`config.mk`:
```
export PLATFORM = sky130hd
export DESIGN_NAME = coin_accumulator_flat
export DESIGN_NICKNAME = d
export VERILOG_FILES = /design/src/rtl/coin_accumulator_pkg.sv /design/src/rtl/coin_accumulator_if.sv /design/src/rtl/coin_accumulator_change_payout.sv /design/src/rtl/coin_accumulator.sv /design/src/flat_wrapper.sv
export SDC_FILE = /design/constraint.sdc
export NUM_CORES = 1
export LEC_CHECK = 0
export BUFFER_PORTS_ARGS = -buffer_cell sky130_fd_sc_hd__buf_4
export CAP_MARGIN = 25
export CORE_MARGIN = 4
export CORE_UTILIZATION = 43
export CTS_BUF_LIST = sky130_fd_sc_hd__clkbuf_16
export CTS_CLUSTER_DIAMETER = 50
export DETAILED_ROUTE_END_ITERATION = 6
export GPL_TIMING_DRIVEN = 0
export HOLD_SLACK_MARGIN = 0.1
export SYNTH_ARGS = -nofsm -noshare
export SYNTH_HDL_FRONTEND = slang
export SYNTH_SLANG_ARGS = --single-unit
```
`constraint.sdc`:
```
create_clock -name clk -period 2.8 [get_ports clk]
set_input_delay 0.56 -clock clk [delete_from_list [all_inputs] [get_ports clk]]
set_output_delay 0.56 -clock clk [all_outputs]
set_load 0.005 [all_outputs]
```
`src/rtl/coin_accumulator_pkg.sv`:
```
// Shared constants and encodings for the coin accumulator front end.
package coin_pkg;

  localparam int unsigned CREDIT_W = 10;

  localparam logic [CREDIT_W-1:0] VAL_NICKEL  = 10'd5;
  localparam logic [CREDIT_W-1:0] VAL_DIME    = 10'd10;
  localparam logic [CREDIT_W-1:0] VAL_QUARTER = 10'd25;
  localparam logic [CREDIT_W-1:0] VAL_DOLLAR  = 10'd100;

  typedef enum logic {
    ACCEPT = 1'b0,
    CHANGE = 1'b1
  } state_e;

  typedef enum logic [1:0] {
    CHG_NONE    = 2'd0,
    CHG_NICKEL  = 2'd1,
    CHG_DIME    = 2'd2,
    CHG_QUARTER = 2'd3
  } chg_e;

  // Largest coin that still fits in the amount owed (greedy change).
  function automatic chg_e pick_denom(input logic [CREDIT_W-1:0] amt);
    if (amt >= VAL_QUARTER)     return CHG_QUARTER;
    else if (amt >= VAL_DIME)   return CHG_DIME;
    else if (amt >= VAL_NICKEL) return CHG_NICKEL;
    else                        return CHG_NONE;
  endfunction

  function automatic logic [CREDIT_W-1:0] denom_value(input chg_e d);
    case (d)
      CHG_QUARTER: return VAL_QUARTER;
      CHG_DIME:    return VAL_DIME;
      CHG_NICKEL:  return VAL_NICKEL;
      default:     return '0;
    endcase
  endfunction

endpackage

```
`src/rtl/coin_accumulator_if.sv`:
```
// Coin, dispense and change signals between the accumulator and its environment.
interface coin_accumulator_if;
  import coin_pkg::*;

  logic                coin_nickel;
  logic                coin_dime;
  logic                coin_quarter;
  logic                coin_dollar;
  logic                cancel;
  logic                outbev1;
  logic                outbev2;
  logic                outbev3;
  logic [CREDIT_W-1:0] moneyin;
  logic                coin_reject;
  logic                chg_nickel;
  logic                chg_dime;
  logic                chg_quarter;
  logic                busy;

  modport slave (
    input  coin_nickel, coin_dime, coin_quarter, coin_dollar, cancel,
    input  outbev1, outbev2, outbev3,
    output moneyin, coin_reject, chg_nickel, chg_dime, chg_quarter, busy
  );

  modport master (
    output coin_nickel, coin_dime, coin_quarter, coin_dollar, cancel,
    output outbev1, outbev2, outbev3,
    input  moneyin, coin_reject, chg_nickel, chg_dime, chg_quarter, busy
  );

endinterface

```
`src/rtl/coin_accumulator_change_payout.sv`:
```
// Pays an owed amount back one coin at a time, largest coin first,
// spacing the coin pulses CHG_GAP cycles apart.
module change_payout
  import coin_pkg::*;
#(
  parameter int unsigned CHG_GAP = 4
) (
  input  logic                clk,
  input  logic                rst,
  input  logic                load,
  input  logic [CREDIT_W-1:0] credit_in,
  output logic                done,
  output logic [CREDIT_W-1:0] remaining,
  output logic                chg_nickel,
  output logic                chg_dime,
  output logic                chg_quarter
);

  localparam int unsigned        GAP_W      = $clog2(CHG_GAP);
  localparam logic [GAP_W-1:0]   GAP_RELOAD = GAP_W'(CHG_GAP - 1);

  logic                active;
  logic [GAP_W-1:0]    gap_cnt;
  chg_e                pick;
  logic [CREDIT_W-1:0] pick_val;
  logic                fire;

  // Choose the next coin and decide whether it is emitted this cycle.
  always_comb begin
    pick     = pick_denom(remaining);
    pick_val = denom_value(pick);
    fire     = active && (gap_cnt == '0) && (pick != CHG_NONE);
  end

  // Pacing counter, remaining amount and registered coin pulses.
  always_ff @(posedge clk or negedge rst) begin
    if (!rst) begin
      active      <= 1'b0;
      gap_cnt     <= '0;
      remaining   <= '0;
      done        <= 1'b0;
      chg_nickel  <= 1'b0;
      chg_dime    <= 1'b0;
      chg_quarter <= 1'b0;
    end else begin
      done        <= 1'b0;
      chg_nickel  <= 1'b0;
      chg_dime    <= 1'b0;
      chg_quarter <= 1'b0;
      if (load) begin
        active    <= 1'b1;
        remaining <= credit_in;
        gap_cnt   <= '0;
      end else if (fire) begin
        remaining   <= remaining - pick_val;
        gap_cnt     <= GAP_RELOAD;
        chg_nickel  <= (pick == CHG_NICKEL);
        chg_dime    <= (pick == CHG_DIME);
        chg_quarter <= (pick == CHG_QUARTER);
        // done rides alongside the final coin pulse
        if (remaining == pick_val) begin
          done   <= 1'b1;
          active <= 1'b0;
        end
      end else if (active && (gap_cnt != '0)) begin
        gap_cnt <= gap_cnt - 1'b1;
      end
    end
  end

endmodule

```
`src/rtl/coin_accumulator.sv`:
```
// Coin credit accumulator: coin arbitration, overflow check, price
// deduction and the ACCEPT/CHANGE control FSM; change payout is delegated.
module coin_accumulator
  import coin_pkg::*;
#(
  parameter int unsigned PRICE1     = 75,
  parameter int unsigned PRICE2     = 100,
  parameter int unsigned PRICE3     = 125,
  parameter int unsigned MAX_CREDIT = 995,
  parameter int unsigned CHG_GAP    = 4
) (
  input  logic               clk,
  input  logic               rst,
  coin_accumulator_if.slave  bus
);

  localparam logic [CREDIT_W-1:0] P1    = CREDIT_W'(PRICE1);
  localparam logic [CREDIT_W-1:0] P2    = CREDIT_W'(PRICE2);
  localparam logic [CREDIT_W-1:0] P3    = CREDIT_W'(PRICE3);
  localparam logic [CREDIT_W:0]   MAX_C = (CREDIT_W + 1)'(MAX_CREDIT);

  state_e              state, state_nxt;
  logic [CREDIT_W-1:0] credit, credit_nxt;
  logic                reject_nxt;
  logic                load;
  logic [CREDIT_W-1:0] load_credit;

  logic [3:0]          coins;
  logic                coin_any;
  logic                coin_multi;
  logic [CREDIT_W-1:0] coin_val;
  logic [CREDIT_W:0]   coin_sum;
  logic                bev_hit;
  logic [CREDIT_W-1:0] bev_price;
  logic                bev_ok;

  logic [CREDIT_W-1:0] moneyin_q;
  logic                busy_q;
  logic                reject_q;

  logic                pay_done;
  logic [CREDIT_W-1:0] pay_remaining;
  logic                pay_nickel;
  logic                pay_dime;
  logic                pay_quarter;

  // Coin and dispense arbitration.
  always_comb begin
    coins      = {bus.coin_dollar, bus.coin_quarter, bus.coin_dime, bus.coin_nickel};
    coin_any   = |coins;
    coin_multi = ($countones(coins) > 1);
    if (bus.coin_dollar)       coin_val = VAL_DOLLAR;
    else if (bus.coin_quarter) coin_val = VAL_QUARTER;
    else if (bus.coin_dime)    coin_val = VAL_DIME;
    else if (bus.coin_nickel)  coin_val = VAL_NICKEL;
    else                       coin_val = '0;
    coin_sum = {1'b0, credit} + {1'b0, coin_val};

    bev_hit = bus.outbev1 | bus.outbev2 | bus.outbev3;
    if (bus.outbev1)      bev_price = P1;
    else if (bus.outbev2) bev_price = P2;
    else                  bev_price = P3;
    bev_ok = bev_hit && (credit >= bev_price);
  end

  // Next state, next credit and coin rejection.
  always_comb begin
    state_nxt   = state;
    credit_nxt  = credit;
    reject_nxt  = 1'b0;
    load        = 1'b0;
    load_credit = credit;
    case (state)
      ACCEPT: begin
        if (bev_ok) begin
          credit_nxt = credit - bev_price;
          reject_nxt = coin_any;
          if (credit_nxt != '0) begin
            state_nxt   = CHANGE;
            load        = 1'b1;
            load_credit = credit_nxt;
          end
        end else if (bus.cancel && (credit != '0)) begin
          state_nxt   = CHANGE;
          load        = 1'b1;
          load_credit = credit;
          reject_nxt  = coin_any;
        end else if (coin_any) begin
          reject_nxt = coin_multi;
          if (coin_sum > MAX_C) reject_nxt = 1'b1;
          else                  credit_nxt = coin_sum[CREDIT_W-1:0];
        end
      end
      CHANGE: begin
        reject_nxt = coin_any;
        credit_nxt = pay_remaining;
        if (pay_done) state_nxt = ACCEPT;
      end
      default: state_nxt = ACCEPT;
    endcase
  end

  // State, credit and registered credit/status outputs.
  always_ff @(posedge clk or negedge rst) begin
    if (!rst) begin
      state     <= ACCEPT;
      credit    <= '0;
      moneyin_q <= '0;
      busy_q    <= 1'b0;
      reject_q  <= 1'b0;
    end else begin
      state     <= state_nxt;
      credit    <= credit_nxt;
      moneyin_q <= (state_nxt == ACCEPT) ? credit_nxt : '0;
      busy_q    <= (state_nxt == CHANGE);
      reject_q  <= reject_nxt;
    end
  end

  change_payout #(
    .CHG_GAP (CHG_GAP)
  ) u_payout (
    .clk         (clk),
    .rst         (rst),
    .load        (load),
    .credit_in   (load_credit),
    .done        (pay_done),
    .remaining   (pay_remaining),
    .chg_nickel  (pay_nickel),
    .chg_dime    (pay_dime),
    .chg_quarter (pay_quarter)
  );

  assign bus.moneyin     = moneyin_q;
  assign bus.busy        = busy_q;
  assign bus.coin_reject = reject_q;
  assign bus.chg_nickel  = pay_nickel;
  assign bus.chg_dime    = pay_dime;
  assign bus.chg_quarter = pay_quarter;

endmodule

```
`src/flat_wrapper.sv`:
```
// flat-port wrapper written by rule: the top's interface ports become plain ports
module coin_accumulator_flat import coin_pkg::*;
#(
  parameter int unsigned PRICE1     = 75,
  parameter int unsigned PRICE2     = 100,
  parameter int unsigned PRICE3     = 125,
  parameter int unsigned MAX_CREDIT = 995,
  parameter int unsigned CHG_GAP    = 4
)
  (clk, rst, bus_coin_nickel, bus_coin_dime, bus_coin_quarter, bus_coin_dollar, bus_cancel, bus_outbev1, bus_outbev2, bus_outbev3, bus_moneyin, bus_coin_reject, bus_chg_nickel, bus_chg_dime, bus_chg_quarter, bus_busy);
  coin_accumulator_if bus_i ();
  input  logic clk;
  input  logic rst;
  input wire logic [$bits(bus_i.coin_nickel)-1:0] bus_coin_nickel;
  input wire logic [$bits(bus_i.coin_dime)-1:0] bus_coin_dime;
  input wire logic [$bits(bus_i.coin_quarter)-1:0] bus_coin_quarter;
  input wire logic [$bits(bus_i.coin_dollar)-1:0] bus_coin_dollar;
  input wire logic [$bits(bus_i.cancel)-1:0] bus_cancel;
  input wire logic [$bits(bus_i.outbev1)-1:0] bus_outbev1;
  input wire logic [$bits(bus_i.outbev2)-1:0] bus_outbev2;
  input wire logic [$bits(bus_i.outbev3)-1:0] bus_outbev3;
  output wire logic [$bits(bus_i.moneyin)-1:0] bus_moneyin;
  output wire logic [$bits(bus_i.coin_reject)-1:0] bus_coin_reject;
  output wire logic [$bits(bus_i.chg_nickel)-1:0] bus_chg_nickel;
  output wire logic [$bits(bus_i.chg_dime)-1:0] bus_chg_dime;
  output wire logic [$bits(bus_i.chg_quarter)-1:0] bus_chg_quarter;
  output wire logic [$bits(bus_i.busy)-1:0] bus_busy;
  assign bus_i.coin_nickel = bus_coin_nickel;
  assign bus_i.coin_dime = bus_coin_dime;
  assign bus_i.coin_quarter = bus_coin_quarter;
  assign bus_i.coin_dollar = bus_coin_dollar;
  assign bus_i.cancel = bus_cancel;
  assign bus_i.outbev1 = bus_outbev1;
  assign bus_i.outbev2 = bus_outbev2;
  assign bus_i.outbev3 = bus_outbev3;
  assign bus_moneyin = bus_i.moneyin;
  assign bus_coin_reject = bus_i.coin_reject;
  assign bus_chg_nickel = bus_i.chg_nickel;
  assign bus_chg_dime = bus_i.chg_dime;
  assign bus_chg_quarter = bus_i.chg_quarter;
  assign bus_busy = bus_i.busy;
  coin_accumulator #(.PRICE1(PRICE1), .PRICE2(PRICE2), .PRICE3(PRICE3), .MAX_CREDIT(MAX_CREDIT), .CHG_GAP(CHG_GAP)) u_core (.clk(clk), .rst(rst), .bus(bus_i));
endmodule
```
==> results.sh <==
export IMPL_status="finished, violations left"
export IMPL_failed_checks="setup timing"
export IMPL_grtUsageMet2=0.345
export IMPL_synth_edf_count=0
export IMPL_grt_usage=0.218
export IMPL_globalplace_congestion=0.921
export IMPL_grt_max_degree=40
export IMPL_ys_ff_latch=39
export IMPL_synthToLayoutAreaGrowth_pct=36.2
export IMPL_final_setup_viol_count=36
export IMPL_cp_max_fo=4
export IMPL_power_mw=5.93
export IMPL_drt_first_pass_iters=5
export IMPL_crit_path_start="u_core.credit[0]"
export IMPL_viasPerCell=5.92
export IMPL_p_comb_frac=0.702
export IMPL_ys_flop_type="dfrtp_1"
export IMPL_final_cells=556
export IMPL_root_buffer="clkbuf_16"
export IMPL_pin_count=25
export IMPL_async_reset_ff_frac=1.00
export IMPL_power_leakage_nw=1.99
export IMPL_max_cap_viol_count=0
export IMPL_cpMostUsedCell="inv_2"
export IMPL_rsz0062_at_grt="yes"
export IMPL_cts_htree_levels=2
export IMPL_fin_crit_ns=3.13
export IMPL_wl_per_cell_um=18.4
export IMPL_critPathMaxStageDelay_ns=0.43
export IMPL_coreArea_um2=7730
export IMPL_synth_most_common_cell="dfrtp_1"
export IMPL_critical_path_cell_chain="inv_2 -> ha_4 -> inv_2 -> fa_2 -> a21o_2 -> a21o_4 -> a311oi_4 -> o2111ai_2 -> o31ai_4 -> buf_6 -> o211ai_4 -> or3_4 -> o31ai_2"
export IMPL_numCtsBuffers=5
export IMPL_ctsHoldBuffers=0
export IMPL_power_internal_mw=3.08
export IMPL_dieArea_um2=9400
export IMPL_final_util=0.600
export IMPL_cts_tree="yes"
export IMPL_p_seq_frac=0.187
export IMPL_avgSynthCellArea_um2=8.62
export IMPL_reg2reg_from="u_core.credit[0]"
export IMPL_powerDensity_nw_per_um2=1280
export IMPL_postSynthCellCount=395
export IMPL_met1_usage=0.315
export IMPL_hp_class="input pin to async pin"
export IMPL_initialDrtViolationCount=237
export IMPL_synth_top_cell_by_area="dfrtp_1"
export IMPL_yosys_warnings=0
export IMPL_dp_cells=521
export IMPL_grt_pass1_vias=3169
export IMPL_reg2reg_slack_ns=-0.33
export IMPL_yosysSeqAreaShare=0.287
export IMPL_dp_hpwl_mm=7.26
export IMPL_vias=3290
export IMPL_critPathCaptureType="flip-flop"
export IMPL_critical_path_class="flip-flop to flip-flop"
export IMPL_post_route_drc_count=0
export IMPL_synth_common_cells="dfrtp_1, nand2_1, nor2_1, o21ai_0, a21oi_1"
export IMPL_syn_nets=434
export IMPL_p_switching_mw=2.84
export IMPL_antenna_found_initial=0
export IMPL_netlist_area_um2=3400
export IMPL_num_antenna_cells=0
export IMPL_slew_viol_final=0
export IMPL_io_buffers=24
export IMPL_hold_slack_ns=0.244
export IMPL_wirelength_mm=10.2
export IMPL_die_x_um=97.0
export IMPL_synth_top_area_share=0.287
export IMPL_post_route_period_util=1.12
export IMPL_peakVddDrop_uv=454
export IMPL_ys_types=71
export IMPL_slew_headroom=0.549
export IMPL_rr_worst_depth=13
export IMPL_critPathArrivalTime_ns=3.32
export IMPL_p_clk_frac=0.110
export IMPL_clock_path_buffers=2
export IMPL_drive_gt1_frac=0.370
export IMPL_clkLatencyLatePin_ns=0.28
export IMPL_r2r_end="u_core.bus.moneyin[9]"
export IMPL_die_h_um=97.0
export IMPL_grt_busiest_layer="met2"
export IMPL_clock_sinks=39
export IMPL_cts_reportedPaths_clkPinSlew_ns=0.06
export IMPL_setup_tns_ns=-6.78
export IMPL_finalHoldViolCount=0
export IMPL_rows=32
export IMPL_worstPathRequired_ns=2.98
export IMPL_critical_path_slowest_cell="dfrtp_2"
export IMPL_ant_nets=0
export IMPL_cp_start_kind="flip-flop"
export IMPL_worst_slack_ns=-0.332
export IMPL_max_freq_ghz=0.319
export IMPL_initial_core_util=0.440
export IMPL_p_sw_frac=0.480
export IMPL_grt_pass1_wl_mm=16.6
export IMPL_met3_usage=0.0260
export IMPL_fin_skew_ns=0.00710
export IMPL_grt_ovfl_total=0
export IMPL_max_slew_worst_pin_slew_ns=0.674
export IMPL_yosys_top_cells_area="dfrtp_1, ha_1, o21ai_0"
export IMPL_nets=492
## routing by layer
layer / vias to the layer above / share of wire
li1: 1580 / -
met1: 1602 / 0.46
met2: 93 / 0.48
met3: 15 / 0.049
met4: 0 / 0.014
met5: - / 0
## layout make-up
class | count | area (um2)
fillers | 655 | 3090
well taps | 102 | 128
plain buffers | 14 | 120
multi-input cells | 316 | 2660
inverters | 26 | 126
clock buffers | 5 | 125
flip-flops and latches | 39 | 982
clock inverters | 3 | 43.8
repair buffers | 51 | 445
## per-stage QoR
step,instance area (um2),worst slack [ns]
floorplan,3560,-0.287
detailed placement,3870,-0.852
finish,4630,-0.332
global placement,3870,-0.849
CTS,4430,-0.350
global route,4630,-0.445
## worst max-delay path by stage
stage          cells after the start                     to
4_1_cts                           17  u_core.bus.moneyin[0]
3_3_place_gp                      14  u_core.bus.moneyin[9]
6_report                          13  u_core.bus.moneyin[9]
5_1_grt                           17  u_core.bus.moneyin[0]
2_1_floorplan                     16  u_core.bus.moneyin[9]
3_5_place_dp                      14  u_core.bus.moneyin[9]
## worst max-delay path: cells and delay by family (launching register included)
| family | cells | cell delay [ns] |
|---|---|---|
| buf+inv | 3 | 0.27 |
| compound gates | 7 | 1.43 |
| simple gates | 1 | 0.38 |
| fa+ha+maj | 2 | 0.50 |
| flops | 1 | 0.43 |
## power groups by stage
stage	clock, mW	sequential, mW	combinational (mW)
6_report	0.654	1.11	4.16
3_5_place_dp	0	1.09	3.25
2_1_floorplan	0	0.962	2.52
3_3_place_gp	0	1.08	3.23
4_1_cts	0.662	1.08	3.80
5_1_grt	0.688	1.13	4.50
## repair_timing
| action | 4_1_cts | 5_1_grt |
|---|---|---|
| pin swaps | 27 | 18 |
| setup endpoints to repair | 39 | 39 |
| buffers inserted | 18 | 6 |
| cloned | 3 | 0 |
| resized for setup | 50 | 42 |
## flip-flops by register name (all words and copies together), names as in the netlist
register                     flops
u_core.u_payout.chg_nickel       1
u_core.bus.moneyin              10
u_core.bus.coin_reject           1
u_core.u_payout.active           1
u_core.u_payout.chg_dime         1
u_core.state                     1
u_core.u_payout.chg_quarter      1
u_core.credit                   10
u_core.u_payout.remaining       10
u_core.u_payout.gap_cnt          2
u_core.u_payout.done             1
## layout by cell type, fill, tap and decap left out, drive strengths merged, types with 3 or more instances in the layout
cell type  netlist  routed
nand2b          11      11
a211oi           7       7
nand2           30      30
mux2i            6       6
a211o            4       4
inv             26      26
o21a             7       7
a21o             9       9
o31a             3       3
xor2             4       4
or3              6       6
and2b            6       6
fa               4       4
o21ai           31      31
xnor2            8       8
and2             3       3
nor2            30      30
buf              7      58
a2111oi          3       3
o211ai           6       6
clkbuf           6      11
a21oi           27      27
nor2b            5       5
o22ai            6       6
nor3            11      11
and3             5       5
o221ai           3       3
nor4b            3       3
o31ai            6       6
nand3           10      10
a22oi            3       3
ha              25      25
dfrtp           39      39
a31oi            4       4
## logic make-up after synthesis
kind of cell    Yosys count  synth area share
flops                    39             0.287
compound gates          135             0.285
mux                       7            0.0210
simple gates            133             0.206
buf+inv                  40            0.0551
xor+xnor                 12            0.0309
fa+ha+maj                29             0.115
(Power assumes the default switching activity.)
